### src/rtl/mtm_alu_pkg.sv
// Shared types, frame constants and the CRC4 helper for the mtm_Alu input path.
package mtm_alu_pkg;

  typedef enum logic [2:0] {
    AND_OP = 3'b000,
    OR_OP  = 3'b001,
    ADD_OP = 3'b100,
    SUB_OP = 3'b101
  } operation_t;

  typedef enum logic {
    DATA = 1'b0,
    CMD  = 1'b1
  } packet_t;

  typedef enum logic [2:0] {
    ERR_NONE = 3'b000,
    ERR_DATA = 3'b100,
    ERR_CRC  = 3'b010,
    ERR_OP   = 3'b001
  } processing_error_t;

  localparam logic START_BIT  = 1'b0;
  localparam logic STOP_BIT   = 1'b1;
  localparam int   FRAME_BITS = 11;

  // Serial CRC4, polynomial x^4+x+1, d[67] is the first bit shifted in.
  function automatic logic [3:0] crc4_d68(input logic [67:0] d, input logic [3:0] init);
    logic [3:0] c;
    logic       fb;
    c = init;
    for (int i = 67; i >= 0; i--) begin
      fb = c[3] ^ d[i];
      c  = {c[2:0], 1'b0} ^ ({4{fb}} & 4'b0011);
    end
    return c;
  endfunction

endpackage

### src/rtl/mtm_alu_rx_frame.sv
// Frame receiver: start detect, 10-bit body count, type bit and 8-bit data shift register.
module mtm_alu_rx_frame
  import mtm_alu_pkg::*;
(
  input  logic       clk,
  input  logic       rst_n,
  input  logic       sin,
  output logic       frame_done,
  output packet_t    frame_type,
  output logic [7:0] frame_byte,
  output logic       frame_err
);

  typedef enum logic [1:0] {IDLE, RX_BITS, CHECK} rx_state_t;

  localparam logic [3:0] LAST_BIT = 4'(FRAME_BITS - 1);

  rx_state_t  state_q, state_d;
  logic [3:0] bit_cnt_q, bit_cnt_d;
  packet_t    type_q, type_d;
  logic [7:0] shift_q, shift_d;

  always_ff @(posedge clk or negedge rst_n) begin
    if (!rst_n) begin
      state_q   <= IDLE;
      bit_cnt_q <= 4'd0;
      type_q    <= DATA;
      shift_q   <= 8'd0;
    end else begin
      state_q   <= state_d;
      bit_cnt_q <= bit_cnt_d;
      type_q    <= type_d;
      shift_q   <= shift_d;
    end
  end

  always_comb begin
    state_d    = state_q;
    bit_cnt_d  = bit_cnt_q;
    type_d     = type_q;
    shift_d    = shift_q;
    frame_done = 1'b0;
    case (state_q)
      IDLE: begin
        if (sin == START_BIT) begin
          state_d   = RX_BITS;
          bit_cnt_d = 4'd1;
        end
      end
      RX_BITS: begin
        if (bit_cnt_q == 4'd1) begin
          type_d = packet_t'(sin);
        end else if (bit_cnt_q < LAST_BIT) begin
          shift_d = {shift_q[6:0], sin};
        end
        // The stop bit is judged live so the top can register the result this edge.
        if (bit_cnt_q == LAST_BIT) begin
          frame_done = 1'b1;
          state_d    = CHECK;
          bit_cnt_d  = 4'd0;
        end else begin
          bit_cnt_d = bit_cnt_q + 4'd1;
        end
      end
      CHECK: begin
        // Accepting a start here keeps back-to-back 11-bit frames aligned.
        if (sin == START_BIT) begin
          state_d   = RX_BITS;
          bit_cnt_d = 4'd1;
        end else begin
          state_d = IDLE;
        end
      end
      default: state_d = IDLE;
    endcase
  end

  assign frame_type = type_q;
  assign frame_byte = shift_q;
  assign frame_err  = (sin != STOP_BIT);

endmodule

### src/rtl/mtm_alu_deserializer.sv
// mtm_Alu input stage: collects 8 DATA bytes into {B,A}, validates each CMD frame and
// emits one decoded instruction or one error code per CMD.
module mtm_alu_deserializer
  import mtm_alu_pkg::*;
#(
  parameter int         N_DATA_FRAMES = 8,
  parameter logic [3:0] CRC_INIT      = 4'h0
) (
  input  logic        clk,
  input  logic        rst_n,
  input  logic        sin,
  output logic        instr_valid,
  output logic [31:0] A_out,
  output logic [31:0] B_out,
  output logic [2:0]  op_out,
  output logic        err_valid,
  output logic [2:0]  err_flags
);

  localparam logic [3:0] CNT_FULL = 4'(N_DATA_FRAMES);
  localparam logic [3:0] CNT_SAT  = 4'(N_DATA_FRAMES + 1);

  logic       frame_done;
  packet_t    frame_type;
  logic [7:0] frame_byte;
  logic       frame_err;

  mtm_alu_rx_frame u_rx_frame (
    .clk        (clk),
    .rst_n      (rst_n),
    .sin        (sin),
    .frame_done (frame_done),
    .frame_type (frame_type),
    .frame_byte (frame_byte),
    .frame_err  (frame_err)
  );

  logic [3:0]        data_cnt_q, data_cnt_d;
  logic [63:0]       buf_q, buf_d;
  logic              instr_valid_q, instr_valid_d;
  logic              err_valid_q, err_valid_d;
  processing_error_t err_flags_q, err_flags_d;
  logic [31:0]       a_q, a_d, b_q, b_d;
  logic [2:0]        op_q, op_d;

  logic [2:0] cmd_op;
  logic [3:0] cmd_crc;
  logic       op_legal;
  logic       unused_cmd_msb;

  assign cmd_op         = frame_byte[6:4];
  assign cmd_crc        = frame_byte[3:0];
  assign unused_cmd_msb = frame_byte[7];
  assign op_legal       = (cmd_op == AND_OP) || (cmd_op == OR_OP) ||
                          (cmd_op == ADD_OP) || (cmd_op == SUB_OP);

  always_ff @(posedge clk or negedge rst_n) begin
    if (!rst_n) begin
      data_cnt_q    <= 4'd0;
      buf_q         <= 64'd0;
      instr_valid_q <= 1'b0;
      err_valid_q   <= 1'b0;
      err_flags_q   <= ERR_NONE;
      a_q           <= 32'd0;
      b_q           <= 32'd0;
      op_q          <= 3'd0;
    end else begin
      data_cnt_q    <= data_cnt_d;
      buf_q         <= buf_d;
      instr_valid_q <= instr_valid_d;
      err_valid_q   <= err_valid_d;
      err_flags_q   <= err_flags_d;
      a_q           <= a_d;
      b_q           <= b_d;
      op_q          <= op_d;
    end
  end

  always_comb begin
    data_cnt_d    = data_cnt_q;
    buf_d         = buf_q;
    instr_valid_d = 1'b0;
    err_valid_d   = 1'b0;
    err_flags_d   = ERR_NONE;
    a_d           = a_q;
    b_d           = b_q;
    op_d          = op_q;
    if (frame_done) begin
      if (frame_err) begin
        err_valid_d = 1'b1;
        err_flags_d = ERR_DATA;
        data_cnt_d  = 4'd0;
        buf_d       = 64'd0;
      end else if (frame_type == DATA) begin
        buf_d = {buf_q[55:0], frame_byte};
        if (data_cnt_q != CNT_SAT) data_cnt_d = data_cnt_q + 4'd1;
      end else begin
        // Every CMD closes the instruction, whether or not it is accepted.
        data_cnt_d = 4'd0;
        buf_d      = 64'd0;
        if (data_cnt_q != CNT_FULL) begin
          err_valid_d = 1'b1;
          err_flags_d = ERR_DATA;
        end else if (cmd_crc != crc4_d68({buf_q, 1'b1, cmd_op}, CRC_INIT)) begin
          err_valid_d = 1'b1;
          err_flags_d = ERR_CRC;
        end else if (!op_legal) begin
          err_valid_d = 1'b1;
          err_flags_d = ERR_OP;
        end else begin
          instr_valid_d = 1'b1;
          b_d           = buf_q[63:32];
          a_d           = buf_q[31:0];
          op_d          = cmd_op;
        end
      end
    end
  end

  assign instr_valid = instr_valid_q;
  assign err_valid   = err_valid_q;
  assign err_flags   = err_flags_q;
  assign A_out       = a_q;
  assign B_out       = b_q;
  assign op_out      = op_q;

endmodule

### config.mk
export PLATFORM = sky130hd
export DESIGN_NAME = mtm_alu_deserializer
export DESIGN_NICKNAME = d
export VERILOG_FILES = /design/src/rtl/mtm_alu_pkg.sv /design/src/rtl/mtm_alu_rx_frame.sv /design/src/rtl/mtm_alu_deserializer.sv
export SDC_FILE = /design/constraint.sdc
export NUM_CORES = 1
export LEC_CHECK = 0
export ABC_AREA = 1
export BUFFER_PORTS_ARGS = -buffer_cell sky130_fd_sc_hd__buf_2
export CORE_MARGIN = 1.5
export CORE_UTILIZATION = 35
export DETAILED_ROUTE_END_ITERATION = 8
export GPL_ROUTABILITY_DRIVEN = 0
export MAX_ROUTING_LAYER = met4
export SYNTH_ARGS = -nofsm -noshare
export SYNTH_HDL_FRONTEND = slang
export SYNTH_SLANG_ARGS = --single-unit
### constraint.sdc
create_clock -name clk -period 7.2 [get_ports clk]
set_clock_uncertainty 0.15 [all_clocks]
set_input_delay 1.44 -clock clk [delete_from_list [all_inputs] [get_ports clk]]
set_output_delay 1.44 -clock clk [all_outputs]
set_load 0.01 [all_outputs]
---- After elaboration in Yosys (flattened, before gate mapping) ----
Cells that the tools add are included.
storage, ports and cells
  input bits .............................. 3
  bits in registers ....................... 155
  output and inout port bits .............. 72
operators by class
  add/subtract/negate cells ............... 2
  equality and inequality tests ........... 14
  bitwise operators ....................... 136
  reduce and logical (&&, ||, !) cells .... 13
  muxes and demuxes ....................... 32
  magnitude comparators ................... 1
operators by type and width
  cell                 count
  $xor 4x2->4          66
  $mux 64              2
  $xor 1x1->1          64
  $mux 4               5
  $mux 1               16
  $mux 3               4
  $add 4x1->4 const B  2
  $ne 4x4->1 const B   2
  $pmux 4 s2           1
  $reduce_and 2->1     4
  $eq 3x3->1 const B   2
  $mux 2               3
  $pmux 2 s3           1
  $reduce_and 6->1     1
  $eq 4x1->1 const B   1
  $eq 4x4->1 const B   1
  $lt 4x4->1 const B   1
  $ne 2x2->1 const B   2
  $ne 4x4->1           1
  $not 1->1            4
  $eq 3x1->1 const B   1
  $logic_not 3->1      1
  $logic_or 1x1->1     3
  $ne 3x1->1 const B   1
  9 further kinds      9

---- Logic depth before layout (Yosys ltp) ----
  word-level depth ........................ 138
  depth in mapped cells ................... 74

---- Modules after synthesis ----
Synthesis repeated with hierarchy kept, for this count alone.
unflattened totals
  cell total of the unflattened synthesis .. 1,286
  area, all modules ....................... 9,206.3 µm²
by module, submodules not included
  module                area an instance (µm²)  cells an instance  sequential area each (µm²)  instances
  mtm_alu_deserializer  8,471.9                 1,200              3,503.4                     1
  mtm_alu_rx_frame      734.5                   86                 375.4                       1

---- Worst setup path after synthesis ----
OpenSTA, ideal clock, no wires.
  path kind ............................... register to register
  from .................................... register buf_q[61]
  to ...................................... register a_q[1], in the netlist A_out[1]
  setup slack ............................. 1,466 ps
  setup time .............................. 117 ps
  stages on the path, launching flop included .. 69
  period minus slack after synthesis ...... 5,734 ps
  data arrival time ....................... 5,467 ps
  path buffers ............................ 2
  cells stage by stage .................... dfrtp_1 > inv_2 > nand2_1 > nand2_1 > nand2_1 > nand2_1 > nand3_1 > nand2_1 > nand2_2 > nand2_2 > inv_2 > nand2_1 > nand3_1 > nand2_1 > nand2_1 > nand2_1 > nand2_1 > nand2_2 > [... 33 more ...] > nand2_1 > nand2_1 > nand2_1 > nand2_1 > nand2_1 > nand2_1 > nand2_1 > nand2_1 > nand2_1 > nand2_1 > nor2_1 > nand3_2 > nor2_4 > nand3_2 > buf_6 > buf_6 > nand2_1 > nand2_1
between the ends
  word-level cells in the longest chain between the ends .. 91
  elaborated cells on any way between the ends .. 132
  classes of those cells .................. eq/ne: 1; bitwise: 130; reduce/logical: 1
RTL lines
  element                                     line                                  source
  start, declared                             mtm_alu_deserializer.sv:39            logic [63:0] buf_q, buf_d;
  start signal, assigned                      mtm_alu_deserializer.sv:69            buf_q <= buf_d;
  $xor 1x1->1 *                               mtm_alu_pkg.sv:33                     fb = c[3] ^ d[i];
  $xor 4x2->4 * (3 in series)                 mtm_alu_pkg.sv:34                     c = {c[2:0], 1'b0} ^ ({4{fb}} & 4'b0011);
  $xor 1x1->1 or $xor 4x2->4 (tied branches)  mtm_alu_pkg.sv:33, mtm_alu_pkg.sv:34
  $xor 4x2->4 * (3 in series)                 mtm_alu_pkg.sv:34
  $xor 1x1->1 or $xor 4x2->4 (tied branches)  mtm_alu_pkg.sv:33, mtm_alu_pkg.sv:34
  $xor 4x2->4 * (3 in series)                 mtm_alu_pkg.sv:34
  $xor 1x1->1 or $xor 4x2->4 (tied branches)  mtm_alu_pkg.sv:33, mtm_alu_pkg.sv:34
  $xor 4x2->4 * (3 in series)                 mtm_alu_pkg.sv:34
  [... 61 more ...]                           n/a
  $xor 4x2->4 * (4 in series)                 mtm_alu_pkg.sv:34
  $xor 1x1->1 or $xor 4x2->4 (tied branches)  mtm_alu_pkg.sv:33, mtm_alu_pkg.sv:34
  $xor 4x2->4 * (4 in series)                 mtm_alu_pkg.sv:34
  $xor 1x1->1 or $xor 4x2->4 (tied branches)  mtm_alu_pkg.sv:33, mtm_alu_pkg.sv:34
  $xor 4x2->4 *                               mtm_alu_pkg.sv:34
  $ne 4x4->1 *                                mtm_alu_deserializer.sv:104           end else if (cmd_crc != crc4_d68({buf_q, 1'b1, cmd_op}, CRC_INIT)) begin
  $not 1->1 (no source line) *                n/a
  $reduce_and 6->1 (no source line) *         n/a
  end signal, assigned                        mtm_alu_deserializer.sv:64            a_q <= 32'd0;
  end signal, assigned                        mtm_alu_deserializer.sv:73            a_q <= a_d;
  end, declared                               mtm_alu_deserializer.sv:43            logic [31:0] a_q, a_d, b_q, b_d;
Every way passes the cells marked *; elsewhere a longest branch is shown, timed or not.
A chain may end at the register's enable or synchronous reset.

---- Worst setup path in the final report ----
  from .................................... register buf_q[63]
  to ...................................... register a_q[0], in the netlist A_out[0]
between the ends
  word-level cells in the longest chain between the ends .. 92
  elaborated cells on any way between the ends .. 134
  classes of those cells .................. eq/ne: 1; bitwise: 132; reduce/logical: 1
RTL lines
  element                                     line
  $xor 3x2->3 *                               mtm_alu_pkg.sv:34
  $xor 4x2->4 *                               mtm_alu_pkg.sv:34
  $xor 1x1->1 or $xor 4x2->4 (tied branches)  mtm_alu_pkg.sv:33, mtm_alu_pkg.sv:34
  $xor 4x2->4 * (3 in series)                 mtm_alu_pkg.sv:34
  $xor 1x1->1 or $xor 4x2->4 (tied branches)  mtm_alu_pkg.sv:33, mtm_alu_pkg.sv:34
  $xor 4x2->4 * (3 in series)                 mtm_alu_pkg.sv:34
  $xor 1x1->1 or $xor 4x2->4 (tied branches)  mtm_alu_pkg.sv:33, mtm_alu_pkg.sv:34
  $xor 4x2->4 * (3 in series)                 mtm_alu_pkg.sv:34
  [... 65 more ...]                           n/a
  $xor 4x2->4 * (3 in series)                 mtm_alu_pkg.sv:34
  $xor 1x1->1 or $xor 4x2->4 (tied branches)  mtm_alu_pkg.sv:33, mtm_alu_pkg.sv:34
  $xor 4x2->4 * (4 in series)                 mtm_alu_pkg.sv:34
  $xor 1x1->1 or $xor 4x2->4 (tied branches)  mtm_alu_pkg.sv:33, mtm_alu_pkg.sv:34
  $xor 4x2->4 *                               mtm_alu_pkg.sv:34
  $ne 4x4->1 *                                mtm_alu_deserializer.sv:104
  $not 1->1 (no source line) *                n/a
  $reduce_and 6->1 (no source line) *         n/a
Marks and branches as above.

==> impl_summary.txt <==
----------------------------------------------------
[Hold path]
  Path class of the lowest-slack min-delay path ... register to register
  Hold worst-path end ... A_out[23]
  Hold Startpoint ... A_out[23]
  WHS Path Cells ... 2

[Floorplan]
  Area of the die ... 26600 um2
  Die Ht ... 163 um
  Site row count ... 58
  Initial cell density of the core ... 35.7%
  Chip width ... 163 um
  Core region area ... 25200 um2
  Io pins ... 75

[Timing]
  Min setup slack post-route ... 0.577 ns
  Slew of the pin with the lowest slew margin ... 1.01 ns
  Share of the clock period used by the worst path after layout ... 92.0%
  Endpoints failing setup ... 0
  Min Tclk post-route ... 6.62 ns
  Achievable frequency ... 151 MHz
  Count of final max-slew check failures ... 0
  Slew headroom ... 32.5%
  Number of hold-slack violations in the final timing report ... 0

[Routing]
  Routed wire length ... 25800 um
  Vias per std cell ... 5.12
  Via count of the routed design ... 8667
  First-iteration detailed-routing DRC count ... 687
  Number of remaining DRC errors ... 0
  WL/cell ... 15.3 um
  Count of antenna-violating nets left after detailed routing ... 0
  Drt pass-1 iters ... 9

[Critical path]
  Dominant cell type by count on the critical path ... sky130_fd_sc_hd__nand2_1
  RR Startpoint ... buf_q[63]
  Cell family contributing the most delay on the critical path ... simple AND/OR/NAND/NOR gates
  Crit path max fanout ... 14
  Critical Path RT ... 7.37 ns
  Category of the worst setup path capture point ... register
  Number of cell instances on the worst register-to-register path ... 69
  Critical Path Max Stage Delay ... 0.44 ns
  Start point of the critical path ... buf_q[63]
  Type of origin of the critical path ... register
  Class of the most critical setup path ... register to register
  R2r endpoint ... A_out[0]
  Critical path data arrival time ... 6.79 ns
  Slowest CP cell ... sky130_fd_sc_hd__dfrtp_2
  Count of buffering cells on the critical path with inverters included ... 7
  Worst reg-to-reg setup slack ... 0.58 ns

[Global route]
  Maximum number of pins on one net before global-route repair ... 90
  Wire length of the first global-routing pass ... 39300 um
  Antenna violations before repair ... 0
  Number of global-route vias before repair ... 7952
  GRT Residual Overflow ... 0
  Global Route Usage Sum ... 18.9%

[Placed design]
  Pre-CTS setup slack ... 0.453 ns
  DP Wirelength ... 16100 um
  Number of port buffers ... 74

[Yosys]
  Flop and latch count out of synthesis ... 155
  Average footprint of a synthesized cell ... 7.01 um2
  Cell area after technology mapping ... 8980 um2
  Synth Net Count ... 1287
  Number of library cell types mapped by synthesis ... 31
  Sequential area share after synthesis ... 43.2%
  Number of warnings printed during yosys synthesis ... 0
  Instance count of the mapped netlist ... 1281

[Layout]
  Most common cell after layout, fill and taps aside ... sky130_fd_sc_hd__nand2_1
  Layout filler cell count ... 2577
  Fraction of layout cells with a size suffix above 1 ... 25.8%
  Total inserted antenna cells ... 0
  Most frequent cells in the layout ... sky130_fd_sc_hd__nand2_1 (379), sky130_fd_sc_hd__nand3_1 (185), sky130_fd_sc_hd__dfrtp_1 (151)
  Final Net Count ... 1357
  Synthesis-to-finish area growth ... 22.6%

[CTS]
  Clock tree root buffer cell ... sky130_fd_sc_hd__clkbuf_16
  Maximum root-to-sink buffer count ... 2
  Number of buffers created by CTS ... 17
  Clock network latency to the later pin of the worst-skew pair ... 0.43 ns
  H-Tree Level Count ... 4
  Clock transition at the registers of the reported paths ... 0.06 ns
  Clock tree from TritonCTS ... done
  Count of hold-fix buffers inserted at cts ... 0
  Clk sinks ... 155

[Flow run]
  Max-cap violations ... 0

[Run status]
  Status ... finished clean

----------------------------------------------------
## worst register-to-register path: cells and delay by family, from the launching register on
kind / cells / cell delay (ns)
buf+inv: 7 / 0.78
flops: 1 / 0.44
simple gates: 62 / 5.14
## timing repair
| item | in CTS | in global routing |
|---|---|---|
| gates resized for setup | 0 | 168 |
| buffers inserted | 0 | 11 |
| endpoints found under the setup margin | 0 | 71 |
## registers in the layout (all words and copies together), names as in the netlist
name,flops
B_out,32
op_out,3
u_rx_frame.frame_type,1
err_valid,1
err_flags,3
instr_valid,1
A_out,32
u_rx_frame.state_q,2
buf_q,64
u_rx_frame.frame_byte,8
data_cnt_q,4
u_rx_frame.bit_cnt_q,4
## cell families after synthesis
group	after synthesis	synth area share, %
AND/OR/NAND/NOR	847	42.5
adder cells (fa/ha/maj)	3	0.418
flip-flops	155	43.2
buffers and inverters	185	8.32
multiplexers	2	0.251
AO/OA/AOI/OAI	82	4.66
XOR/XNOR	7	0.683
## synthesized netlist by cell type
cell                       count  area share [%]
sky130_fd_sc_hd__dfrtp_1     155              43
sky130_fd_sc_hd__nor2_1       26             1.1
sky130_fd_sc_hd__nor4_1        1           0.070
sky130_fd_sc_hd__nand2_2      43             3.0
sky130_fd_sc_hd__nor2_2        1           0.070
sky130_fd_sc_hd__clkbuf_1     36             1.5
sky130_fd_sc_hd__buf_2         6            0.33
sky130_fd_sc_hd__buf_4         2            0.17
sky130_fd_sc_hd__buf_1         2           0.084
sky130_fd_sc_hd__nand3_1     217              12
sky130_fd_sc_hd__o21ai_0      75             4.2
sky130_fd_sc_hd__o22ai_1       3            0.21
sky130_fd_sc_hd__nor3_1        2            0.11
sky130_fd_sc_hd__nand2_1     476              20
sky130_fd_sc_hd__nand3_2       7            0.78
sky130_fd_sc_hd__nor2_4        1            0.13
sky130_fd_sc_hd__clkinv_1      1           0.042
sky130_fd_sc_hd__nand2_4       2            0.25
sky130_fd_sc_hd__mux2_2        2            0.25
sky130_fd_sc_hd__nand4_1      69             4.8
sky130_fd_sc_hd__nand3b_1      1           0.084
sky130_fd_sc_hd__a31oi_1       1           0.070
sky130_fd_sc_hd__a21oi_1       2            0.11
sky130_fd_sc_hd__xor2_1        4            0.39
sky130_fd_sc_hd__inv_1       113             4.7
sky130_fd_sc_hd__nor3b_1       1           0.084
sky130_fd_sc_hd__xnor2_1       3            0.29
sky130_fd_sc_hd__inv_2        20            0.84
sky130_fd_sc_hd__buf_6         5            0.63
sky130_fd_sc_hd__o21a_1        1           0.084
sky130_fd_sc_hd__ha_1          3            0.42
## metal layers
metal / global-route usage [%] / vias up / wire length [um]
li1: - / 4302 / -
met1: 25.0 / 4106 / 11900
met2: 29.1 / 220 / 12200
met3: 2.95 / 39 / 1200
met4: 6.76 / 0 / 499
met5: - / - / 0
## metrics by stage
stage          cell area, um2  util [%]  hold slack (ns)  cells  setup TNS (ns)
6_report                11000      43.7            0.315   1693               0
2_1_floorplan            8980         -            0.322   1281               0
4_1_cts                 10200      40.5            0.320   1674               0
5_1_grt                 11000      43.7            0.341   1693           -3.93
3_5_place_dp             9620      38.2            0.305   1643               0
3_3_place_gp             9620      38.2            0.300   1643               0
## final cells by class
cell class | instances | area, um2 | area share (%)
Multi-Input combinational cell | 941 | 4890 | 44.4
Timing Repair Buffer | 102 | 731 | 6.64
Clock buffer | 24 | 492 | 4.47
Tap cell | 330 | 413 | 3.75
Sequential cell | 155 | 3880 | 35.3
Clock inverter | 7 | 88.8 | 0.807
Inverter | 134 | 505 | 4.59
## worst max path at each step
stage / end / slack (ns) / depth (start not counted)
after floorplan: A_out[1] / 1.47 / 68
after global placement: B_out[1] / 0.63 / 64
after detailed placement: A_out[12] / 0.45 / 65
after CTS: A_out[12] / 0.41 / 67
after global routing: A_out[24] / -0.08 / 70
final: A_out[0] / 0.58 / 69
Power is left out: the tool's default activity adds up to more than one toggle a clock period on the data nets, which glitch-free logic cannot reach.
